===== config.mk =====
export PLATFORM = sky130hd
export DESIGN_NAME = div_seq_flat
export DESIGN_NICKNAME = d
export VERILOG_FILES = /design/src/rtl/div_pkg.sv /design/src/rtl/div_seq_if.sv /design/src/rtl/div_step.sv /design/src/rtl/div_seq.sv /design/src/flat_wrapper.sv
export SDC_FILE = /design/constraint.sdc
export NUM_CORES = 1
export LEC_CHECK = 0
export ABC_AREA = 1
export BUFFER_PORTS_ARGS = -buffer_cell sky130_fd_sc_hd__buf_2
export CAP_MARGIN = 5
export CORE_ASPECT_RATIO = 1.1
export CORE_MARGIN = 3
export CORE_UTILIZATION = 35
export DETAILED_ROUTE_END_ITERATION = 10
export HOLD_SLACK_MARGIN = 0.05
export PLACE_DENSITY_LB_ADDON = 0.12
export SLEW_MARGIN = 25
export SYNTH_ARGS = -nofsm -noshare
export SYNTH_HDL_FRONTEND = slang
export SYNTH_SLANG_ARGS = --single-unit
export TNS_END_PERCENT = 20

===== constraint.sdc =====
create_clock -name clk -period 3.75 [get_ports clk]
set_input_delay 0.75 -clock clk [delete_from_list [all_inputs] [get_ports clk]]
set_output_delay 0.75 -clock clk [all_outputs]
set_load 0.05 [all_outputs]

===== src/rtl/div_pkg.sv =====
// Shared definitions for the iterative divider: FSM state encodings,
// handshake level constants and the default datapath widths.
package div_pkg;

  localparam int DIV_DATA_W = 32;
  localparam int DIV_CNT_W  = 6;

  typedef enum logic [1:0] {
    DivFree   = 2'b00,
    DivByZero = 2'b01,
    DivOn     = 2'b10,
    DivEnd    = 2'b11
  } div_state_e;

  localparam logic DivResultReady    = 1'b1;
  localparam logic DivResultNotReady = 1'b0;
  localparam logic DivStart          = 1'b1;
  localparam logic DivStop           = 1'b0;

endpackage


===== src/rtl/div_seq_if.sv =====
// EX-to-divider handshake bundle. EX drives the request side (master),
// the divider drives result, ready and stall (slave).
interface div_seq_if
  import div_pkg::*;
#(
  parameter int DATA_W = DIV_DATA_W
) ();

  logic                  signed_div_i;
  logic [DATA_W-1:0]     opdata1_i;
  logic [DATA_W-1:0]     opdata2_i;
  logic                  start_i;
  logic                  annul_i;
  logic [2*DATA_W-1:0]   result_o;
  logic                  ready_o;
  logic                  stallreq_o;

  modport master (
    output signed_div_i, opdata1_i, opdata2_i, start_i, annul_i,
    input  result_o, ready_o, stallreq_o
  );

  modport slave (
    input  signed_div_i, opdata1_i, opdata2_i, start_i, annul_i,
    output result_o, ready_o, stallreq_o
  );

endinterface


===== src/rtl/div_step.sv =====
// One restoring-division step: shift {rem,quo} left by one and subtract the
// divisor magnitude from the partial remainder when it fits.
module div_step
  import div_pkg::*;
#(
  parameter int DATA_W = DIV_DATA_W
) (
  input  logic [DATA_W-1:0] rem_s,
  input  logic [DATA_W-1:0] quo_s,
  input  logic [DATA_W-1:0] divisor_s,
  output logic [DATA_W-1:0] rem_nxt_s,
  output logic [DATA_W-1:0] quo_nxt_s
);

  logic [DATA_W:0]   shifted_s;
  logic [DATA_W-1:0] rem_trial_s;
  logic              fits_s;

  // Keep the bit shifted out of rem so the fit test is exact at full width;
  // when it fits, the true difference is below 2^DATA_W so a modular subtract suffices.
  assign shifted_s   = {rem_s, quo_s[DATA_W-1]};
  assign fits_s      = (shifted_s >= {1'b0, divisor_s});
  assign rem_trial_s = shifted_s[DATA_W-1:0] - divisor_s;

  // Select restored or reduced remainder and set the new quotient bit.
  always_comb begin
    rem_nxt_s = shifted_s[DATA_W-1:0];
    quo_nxt_s = {quo_s[DATA_W-2:0], 1'b0};
    if (fits_s) begin
      rem_nxt_s = rem_trial_s;
      quo_nxt_s = {quo_s[DATA_W-2:0], 1'b1};
    end else begin
      rem_nxt_s = shifted_s[DATA_W-1:0];
      quo_nxt_s = {quo_s[DATA_W-2:0], 1'b0};
    end
  end

endmodule


===== src/rtl/div_seq.sv =====
// Iterative signed/unsigned restoring divider sequencer for DIV/DIVU (HI/LO).
// Optional DIV_EARLY_EXIT_EN: finish in two cycles when |dividend| < |divisor|.
module div_seq
  import div_pkg::*;
#(
  parameter int DATA_W = DIV_DATA_W,
  parameter int CNT_W  = DIV_CNT_W
) (
  input  logic        clk,
  input  logic        rst,
  div_seq_if.slave    bus
);

  localparam logic [CNT_W-1:0]  LastCnt = CNT_W'(DATA_W - 1);
  localparam logic [DATA_W-1:0] ZeroW   = {DATA_W{1'b0}};

  div_state_e              state_r, state_nxt_s;
  logic [DATA_W-1:0]       rem_r, rem_nxt_s;
  logic [DATA_W-1:0]       quo_r, quo_nxt_s;
  logic [DATA_W-1:0]       divisor_r, divisor_nxt_s;
  logic                    sign1_r, sign1_nxt_s;
  logic                    sign2_r, sign2_nxt_s;
  logic [CNT_W-1:0]        cnt_r, cnt_nxt_s;
  logic [2*DATA_W-1:0]     result_r, result_nxt_s;
  logic                    ready_r, ready_nxt_s;
  logic                    stallreq_s;

  logic                    accept_s;
  logic                    stop_s;
  logic                    op1_neg_s, op2_neg_s;
  logic [DATA_W-1:0]       op1_mag_s, op2_mag_s;
  logic [DATA_W-1:0]       rem_step_s, quo_step_s;

  function automatic logic [DATA_W-1:0] neg2(input logic [DATA_W-1:0] v);
    return ~v + {{(DATA_W-1){1'b0}}, 1'b1};
  endfunction

  assign accept_s  = (bus.start_i == DivStart) & ~bus.annul_i;
  assign stop_s    = (bus.start_i == DivStop) | bus.annul_i;
  assign op1_neg_s = bus.signed_div_i & bus.opdata1_i[DATA_W-1];
  assign op2_neg_s = bus.signed_div_i & bus.opdata2_i[DATA_W-1];
  assign op1_mag_s = op1_neg_s ? neg2(bus.opdata1_i) : bus.opdata1_i;
  assign op2_mag_s = op2_neg_s ? neg2(bus.opdata2_i) : bus.opdata2_i;

  div_step #(.DATA_W(DATA_W)) u_step (
    .rem_s     (rem_r),
    .quo_s     (quo_r),
    .divisor_s (divisor_r),
    .rem_nxt_s (rem_step_s),
    .quo_nxt_s (quo_step_s)
  );

  // Next-state, datapath and output decode for the divider FSM.
  always_comb begin
    state_nxt_s   = state_r;
    rem_nxt_s     = rem_r;
    quo_nxt_s     = quo_r;
    divisor_nxt_s = divisor_r;
    sign1_nxt_s   = sign1_r;
    sign2_nxt_s   = sign2_r;
    cnt_nxt_s     = cnt_r;
    result_nxt_s  = result_r;
    ready_nxt_s   = ready_r;
    stallreq_s    = 1'b0;
    case (state_r)
      DivFree: begin
        stallreq_s = accept_s;
        if (accept_s) begin
          if (bus.opdata2_i == ZeroW) begin
            state_nxt_s = DivByZero;
            rem_nxt_s   = ZeroW;
            quo_nxt_s   = ZeroW;
          end
`ifdef DIV_EARLY_EXIT_EN
          else if (op1_mag_s < op2_mag_s) begin
            // Quotient is zero and the remainder is the dividend, sign included.
            state_nxt_s = DivByZero;
            rem_nxt_s   = bus.opdata1_i;
            quo_nxt_s   = ZeroW;
          end
`endif
          else begin
            state_nxt_s   = DivOn;
            rem_nxt_s     = ZeroW;
            quo_nxt_s     = op1_mag_s;
            divisor_nxt_s = op2_mag_s;
            sign1_nxt_s   = op1_neg_s;
            sign2_nxt_s   = op2_neg_s;
            cnt_nxt_s     = {CNT_W{1'b0}};
          end
        end else begin
          state_nxt_s = DivFree;
        end
      end
      DivByZero: begin
        stallreq_s  = 1'b1;
        state_nxt_s = DivEnd;
      end
      DivOn: begin
        stallreq_s = 1'b1;
        if (stop_s) begin
          state_nxt_s  = DivFree;
          result_nxt_s = {2*DATA_W{1'b0}};
          ready_nxt_s  = DivResultNotReady;
        end else begin
          rem_nxt_s = rem_step_s;
          quo_nxt_s = quo_step_s;
          cnt_nxt_s = cnt_r + CNT_W'(1);
          if (cnt_r == LastCnt) begin
            // Signed fix-up on entry to END: quotient by sign xor, remainder follows dividend.
            state_nxt_s = DivEnd;
            quo_nxt_s   = (sign1_r ^ sign2_r) ? neg2(quo_step_s) : quo_step_s;
            rem_nxt_s   = sign1_r ? neg2(rem_step_s) : rem_step_s;
          end else begin
            state_nxt_s = DivOn;
          end
        end
      end
      DivEnd: begin
        if (stop_s) begin
          state_nxt_s  = DivFree;
          result_nxt_s = {2*DATA_W{1'b0}};
          ready_nxt_s  = DivResultNotReady;
        end else begin
          state_nxt_s  = DivEnd;
          result_nxt_s = {rem_r, quo_r};
          ready_nxt_s  = DivResultReady;
        end
      end
      default: begin
        state_nxt_s  = DivFree;
        result_nxt_s = {2*DATA_W{1'b0}};
        ready_nxt_s  = DivResultNotReady;
      end
    endcase
  end

  // State and datapath registers with synchronous reset.
  always_ff @(posedge clk) begin
    if (rst) begin
      state_r   <= DivFree;
      rem_r     <= ZeroW;
      quo_r     <= ZeroW;
      divisor_r <= ZeroW;
      sign1_r   <= 1'b0;
      sign2_r   <= 1'b0;
      cnt_r     <= {CNT_W{1'b0}};
      result_r  <= {2*DATA_W{1'b0}};
      ready_r   <= DivResultNotReady;
    end else begin
      state_r   <= state_nxt_s;
      rem_r     <= rem_nxt_s;
      quo_r     <= quo_nxt_s;
      divisor_r <= divisor_nxt_s;
      sign1_r   <= sign1_nxt_s;
      sign2_r   <= sign2_nxt_s;
      cnt_r     <= cnt_nxt_s;
      result_r  <= result_nxt_s;
      ready_r   <= ready_nxt_s;
    end
  end

  assign bus.result_o   = result_r;
  assign bus.ready_o    = ready_r;
  assign bus.stallreq_o = stallreq_s;

endmodule


===== src/flat_wrapper.sv =====
// flat-port wrapper written by rule: the top's interface ports become plain ports
module div_seq_flat import div_pkg::*;
#(
  parameter int DATA_W = DIV_DATA_W,
  parameter int CNT_W  = DIV_CNT_W
)
  (clk, rst, bus_signed_div_i, bus_opdata1_i, bus_opdata2_i, bus_start_i, bus_annul_i, bus_result_o, bus_ready_o, bus_stallreq_o);
  div_seq_if #(.DATA_W(DATA_W)) bus_i ();
  input  logic clk;
  input  logic rst;
  input wire logic [$bits(bus_i.signed_div_i)-1:0] bus_signed_div_i;
  input wire logic [$bits(bus_i.opdata1_i)-1:0] bus_opdata1_i;
  input wire logic [$bits(bus_i.opdata2_i)-1:0] bus_opdata2_i;
  input wire logic [$bits(bus_i.start_i)-1:0] bus_start_i;
  input wire logic [$bits(bus_i.annul_i)-1:0] bus_annul_i;
  output wire logic [$bits(bus_i.result_o)-1:0] bus_result_o;
  output wire logic [$bits(bus_i.ready_o)-1:0] bus_ready_o;
  output wire logic [$bits(bus_i.stallreq_o)-1:0] bus_stallreq_o;
  assign bus_i.signed_div_i = bus_signed_div_i;
  assign bus_i.opdata1_i = bus_opdata1_i;
  assign bus_i.opdata2_i = bus_opdata2_i;
  assign bus_i.start_i = bus_start_i;
  assign bus_i.annul_i = bus_annul_i;
  assign bus_result_o = bus_i.result_o;
  assign bus_ready_o = bus_i.ready_o;
  assign bus_stallreq_o = bus_i.stallreq_o;
  div_seq #(.DATA_W(DATA_W), .CNT_W(CNT_W)) u_core (.clk(clk), .rst(rst), .bus(bus_i));
endmodule

After elaboration in Yosys (flattened, before gate mapping):

Cells that the tools add are included.

* bits in registers: 171
* input port bits: 69
* output and inout bits: 66
* word-level logic and storage cells: 77

* add/sub/neg operators: 6
* magnitude comparators: 1
* equal/unequal tests: 8
* mux-type cells: 32
* bitwise operators: 12
* reductions and logical operators: 9

Operators with widths (number)
* $mux W32: 12
* $add A32 B1 Y32 const B: 4
* $mux W64: 2
* $not A32 Y32: 4
* $pmux W32 S2: 2
* $pmux W64 S2: 1
* $ge A33 B32 Y1: 1
* $logic_not A32 Y1: 1
* $sub A32 B32 Y32: 1
* $mux W6: 3
* $pmux W6 S2: 1
* $mux W2: 4
* $pmux W2 S4: 1
* $add A6 B1 Y6 const B: 1
* $eq A6 B5 Y1 const B: 1
* $reduce_and A3 Y1: 2
* $eq A2 B2 Y1 const B: 2
* $mux W1: 4
* $ne A2 B1 Y1 const B: 2
* $ne A2 B2 Y1 const B: 2
* $pmux W1 S2: 2
* $reduce_and A4 Y1: 1
* $reduce_bool A2 Y1: 2
* $and A1 B1 Y1: 3
* other kinds (7): 9

Depth between registers and ports, before layout:

* word-level depth: 8
* depth in mapped cells: 30
* gate-level depth less buffers: 30

Modules after synthesis:

A second synthesis with hierarchy kept.

* cells, all modules: 2297
* area total of the unflattened synthesis: 13594.3 um^2

Modules (own cells, without submodules)
* div_seq: times used 1, cells an instance 1618, area each 10193.5 um^2, seq. area each 3423.3 um^2
* div_step: times used 1, cells an instance 679, area each 3400.8 um^2, seq. area each 0.0 um^2

Worst setup path before layout:

Ideal clock, no wire load.

* path kind: flip-flop to flip-flop
* start point: register u_core.divisor_r[20]
* end point: register u_core.quo_r[30]
* setup time: 0.111 ns
* data arrival time: 3.425 ns
* required time: 3.639 ns
* slack: 0.214 ns
* cell stages (with the launch flop): 30
* path buffers: 0
* clock period less this slack: 3.536 ns
* cells stage by stage: dfxtp_1 > inv_1 > ha_1 > nand2_2 > inv_2 > nand2_1 > nand2_1 > nand2_1 > nand2_1 > nand2_1 > nand3_2 > nor2_4 > nand2_4 > inv_2 > ha_1 > nand3_1 > nor3_1 > nand3_1 > nor3_1 > nand2_1 > nand2_1 > o21ai_0 > a21oi_1 > o21ai_0 > a21oi_1 > a21oi_1 > o21ai_0 > nand3_1 > nand3_1 > inv_1

* word-level cells in the longest chain between the ends: 8

Ends and longest elaborated chain
* start: declaration: line div_seq.sv:20 `logic [DATA_W-1:0] divisor_r, divisor_nxt_s;`
* start signal: assignment: line div_seq.sv:144 `divisor_r <= ZeroW;`
* start signal: assignment: line div_seq.sv:154 `divisor_r <= divisor_nxt_s;`
* $ge A33 B32 Y1: line div_step.sv:22 `assign fits_s = (shifted_s >= {1'b0, divisor_s});`
* $mux W1: line div_step.sv:29 `if (fits_s) begin`
* $not A32 Y32: line div_seq.sv:35 `return ~v + {{(DATA_W-1){1'b0}}, 1'b1};`
* $add A32 B1 Y32: line div_seq.sv:35
* $mux W32: line div_seq.sv:112 `quo_nxt_s = (sign1_r ^ sign2_r) ? neg2(quo_step_s) : quo_step_s;`
* $mux W32: line div_seq.sv:109 `if (cnt_r == LastCnt) begin`
* $mux W32: line div_seq.sv:101 `if (stop_s) begin`
* $pmux W32 S2: line div_seq.sv:65 `case (state_r)`
* end signal: assignment: line div_seq.sv:143 `quo_r <= ZeroW;`
* end signal: assignment: line div_seq.sv:153 `quo_r <= quo_nxt_s;`
* end: declaration: line div_seq.sv:19 `logic [DATA_W-1:0] quo_r, quo_nxt_s;`

No other way between the ends. The select of a mux whose other input is x is not followed.
A chain may end at the register's enable or synchronous reset.

Final worst setup path:

* start point: register u_core.divisor_r[31]
* end point: register u_core.rem_r[17]

* word-level cells in the longest chain between the ends: 8

Ends and longest elaborated chain
* $ge A33 B32 Y1 (*): line div_step.sv:22
* $mux W32 (*): line div_step.sv:29
* $not A32 Y32: line div_seq.sv:35
* $add A32 B1 Y32: line div_seq.sv:35
* $mux W32: line div_seq.sv:113 `rem_nxt_s = sign1_r ? neg2(rem_step_s) : rem_step_s;`
* $mux W32 (*): line div_seq.sv:109
* $mux W32 (*): line div_seq.sv:101
* $pmux W32 S2 (*): line div_seq.sv:65
* end signal: assignment: line div_seq.sv:142 `rem_r <= ZeroW;`
* end signal: assignment: line div_seq.sv:152 `rem_r <= rem_nxt_s;`
* end: declaration: line div_seq.sv:18 `logic [DATA_W-1:0] rem_r, rem_nxt_s;`

Mark *: on every way between the ends. The rest lies on a longest branch, timed or not. The select of a mux whose other input is x is not followed.

==> summary by stage <==
Yosys
The commonest cells after synthesis are 473 x nand2_1, 233 x inv_1, 216 x a21oi_1. The synthesized netlist occupies a cell area of about 13000 µm². The post-synthesis share of cell area spent on and, or, nand and nor gates is 0.353.

A synthesized cell averages 6.25 µm². Yosys printed 0 warnings. When the netlist entered floorplanning its net count stood at 2132.

The fraction of registers with async set/reset is 0. Of the synthesized area, sequential elements account for 0.271. The most used flip-flop cell after synthesis is dfxtp_1.

Yosys mapped the design onto 53 distinct sky130hd cell types. The register bit count reported by yosys is approximately 170. The post-synthesis cell count is a little over 2000. After synthesis, the largest family of logic cells by area is simple AND/OR/NAND/NOR gates. The multiplexer area fraction after synthesis is 0. The area share of fa/ha/maj cells after synthesis is 0.0412. Yosys mapped a number of flops with a built-in enable equal to 0.

nand2_1 is the most common cell in the netlist. The cell taking the most area after synthesis is dfxtp_1. After synthesis, the cell types taking the most area are dfxtp_1 27%, nand2_1 14%, a21oi_1 8.6%. Of the total synthesized cell area, the portion taken by XOR and XNOR cells is 0.0478. The share of synthesized area in the top cell type comes to 0.271. The fraction of the mapped netlist area in compound gates is 0.178.

STA
The number of pins with negative max-slew slack in the final report was 0. Between clock sinks in the finished design, the worst skew comes to 18.0 ps. The final period utilization is 0.942. Setup repair after global routing could not meet its margin everywhere. The peak clock frequency supported by timing is around 0.28 GHz.

Across all setup checks in the final design, the least slack found is between 200 and 250 ps. At the pin with the least slew margin, the transition time is approximately 900 ps. The sum of negative setup slack is 0 ps. Setup violations remaining at the end of the flow were counted as 0. The worst pin sits at a relative slew slack of 0.402.

The number of endpoints with negative hold slack in the final report is 0. The smallest clock period supported by the final layout is computed as between 3000 and 4000 ps.

Drt
In the detailed route, the total length drawn on met3 is ~1700 µm. The number of DRC markers in iteration 0 is between 900 and 1000. The post-detailed-route count of antenna-violating nets is 0. The total vias in the final route is 13800.

The final wirelength is 49300 µm. For this run, the detailed router's first-pass iteration total came to 5. After detailed routing, the number of vias per cell comes to approximately 5.1. The met1 wire length is approximately 21000 µm. The uppermost layer routed is met4. In the routed design, unresolved DRC markers number 0. In the final routed layout, each cell accounts on average for 18.3 µm.

The detailed route wirelength on metal2 is about 24000 µm.

Min path
The kind of path behind the tightest hold check is reg2reg.

Layout
0 antenna diodes ended up in the layout. The area growth from synthesis to layout is 22.9%. After filler insertion, the fill cell instance count of the layout stands at around 3900. The total number of nets in the final design is approximately 2300. Of the cells placed in the final design, the portion with a size suffix greater than 1 is 0.211.

The count of cells in the finished layout, fillers not included, comes to between 2000 and 3000.

Setup path
At the worst endpoint, the arrival time is around 3800 ps. In this run the worst path has a maximum fanout of 25. The required time reported for the critical path endpoint is 4050 ps. The category of the most critical setup path is reg2reg. STA classifies the critical path startpoint as a register. The worst setup path is captured at a register.

Floorplan
The die span in x is 187 µm. After floorplanning, the core was sized to cover approximately 35000 µm². During I/O placement, the number of pins put on the boundary was approximately 140.

The die span in y is between 200 and 250 µm. The initial utilization of the core area, before any placement, comes to 0.357. The die covers ~38000 µm². The floorplan row count is 72.

Pwr
Power spread over the standard cell area amounts to approximately 320 nW/µm². IR analysis of the VDD net gives a maximum drop of around 0.00033 V. Total power for the finished layout comes to 4.98 mW. The leakage dissipation is around 7.2 nW.

Clocking
The total clock buffers created by CTS is 17. The clock tree buffer depth is 2. The later pin in the worst-skew pair is clocked with a latency of roughly 460 ps. The TritonCTS clock tree is yes. After clock tree synthesis, the flow added hold-fix buffers numbering 0. The clock net in this run drives a total of approximately 170 sinks. The root buffer cell chosen for the clock tree is clkbuf_16.

The CTS H-tree depth is 4. After clock tree synthesis, the clock-pin slew on the worst setup and hold paths is around 80 ps.

Global route
The first-pass GRT wire length is approximately 75000 µm. For this run, the total global-route usage over all layers was measured as 0.252. The pin count of the biggest net entering global routing is 78. Summed over all layers, the global routing overflow is 0. The number of global-route vias before repair came to approximately 13000. The number of antenna violations at the first check in global routing was 0.

Placement
Before CTS, the worst setup slack after placement is -85.6 ps. The count of placed standard cells including taps is around 2600. Summed over all nets, the half-perimeter wirelength after detailed placement is about 38000 µm. The congestion estimate from routability-driven global placement came to about 0.95. In this run the tool buffered the top-level ports with roughly 130 buffer cells.

Outcome
The run finished with clean final reports.

Run
The number of maximum-capacitance constraint violations is 0.
-- worst max-delay path: stages (launching register included) --
cell	delay (ps)
dfxtp_1	330
inv_1	60
ha_1	320
inv_2	60
nor2_2	130
nand2_2	90
buf_4	150
nor4_4	330
nand2_4	100
nand2_4	100
buf_12	190
buf_6	270
o21ai_2	110
nor2_1	110
nand2_1	110
inv_2	80
nand3_2	90
nand2_4	130
nand2_1	60
nand2_1	60
nand3_1	60
a21oi_1	420
-- stage by stage --
stage	util	area (µm²)	hold slack (ps)
floorplan	-	12600	432
global placement	0.404	14300	449
detailed placement	0.404	14300	453
CTS	0.420	14900	464
global route	0.439	15500	475
finish	0.439	15500	460
-- power by group --
part	total, mW	internal (mW)	switching, mW
combinational	1.23	0.429	0.798
clock	1.81	0.890	0.923
sequential	1.94	1.87	0.0653
total	4.98	3.19	1.79
-- cells by family after synthesis --
logic type,count (synthesis)
AND/OR/NAND/NOR,982
XOR/XNOR,69
buffers and inverters,345
AO/OA/AOI/OAI,414
flip-flops,171
adder cells (fa/ha/maj),41
-- repair_timing --
item,CTS,global route
endpoints found under the setup margin,9,26
gates resized for setup,4,102
pin swaps,0,23
buffers inserted,0,11
-- layer usage --
| metal | up-vias | GRT usage |
|---|---|---|
| met5 | - | 0 |
| met4 | 0 | 0.111 |
| met3 | 78 | 0.0388 |
| met2 | 289 | 0.448 |
| met1 | 6395 | 0.301 |
| li1 | 7028 | - |
-- path summary, 6_finish.rpt --
| path | cells after the start | slack [ps] | from | end |
|---|---|---|---|---|
| hold reg to reg | 2 | 460 | u_core.bus.result_o[35]$_SDFFE_PP0P_ | u_core.bus.result_o[35]$_SDFFE_PP0P_ |
| setup reg to reg | 21 | 220 | u_core.divisor_r[31]$_SDFFE_PP0P_ | u_core.rem_r[17]$_SDFFE_PP0P_ |
| hold / removal | 2 | 460 | u_core.bus.result_o[35]$_SDFFE_PP0P_ | u_core.bus.result_o[35]$_SDFFE_PP0P_ |
| setup / recovery | 21 | 220 | u_core.divisor_r[31]$_SDFFE_PP0P_ | u_core.rem_r[17]$_SDFFE_PP0P_ |
-- state kept, by name (all words and copies together) (netlist names) --
name and flops:
u_core.bus.result_o 64, u_core.divisor_r 32, u_core.quo_r 32, u_core.rem_r 32, u_core.cnt_r 6, u_core.state_r 2, u_core.bus.ready_o 1, u_core.sign1_r 1
u_core.sign2_r 1
-- area by class of cell --
class | count | area (µm²) | share of cell area
Tap cell | 481 | 602 | 0.0388
Multi-Input combinational cell | 1506 | 8370 | 0.539
Timing Repair Buffer | 250 | 1590 | 0.102
Clock inverter | 14 | 145 | 0.00935
Sequential cell | 171 | 3450 | 0.222
Inverter | 251 | 945 | 0.0608
Clock buffer | 18 | 429 | 0.0276
-- layout by cell type, fill, tap and decap left out, types with 17 or more instances in the layout --
| master | Yosys | layout |
|---|---|---|
| inv_2 | 15 | 23 |
| ha_4 | 0 | 30 |
| buf_4 | 3 | 113 |
| dfxtp_2 | 0 | 20 |
| buf_2 | 4 | 133 |
| nand4_1 | 82 | 82 |
| nor2_2 | 16 | 22 |
| xor2_1 | 53 | 53 |
| inv_1 | 233 | 225 |
| o21ai_0 | 116 | 113 |
| a21oi_1 | 216 | 211 |
| clkbuf_16 | 0 | 17 |
| nor2_1 | 169 | 160 |
| a31oi_1 | 19 | 19 |
| nand3_1 | 131 | 128 |
| nor3_1 | 31 | 29 |
| nand2_2 | 20 | 32 |
| nand2_1 | 473 | 460 |
| dfxtp_1 | 171 | 151 |
Note: power is estimated with default switching activity, not from simulation.
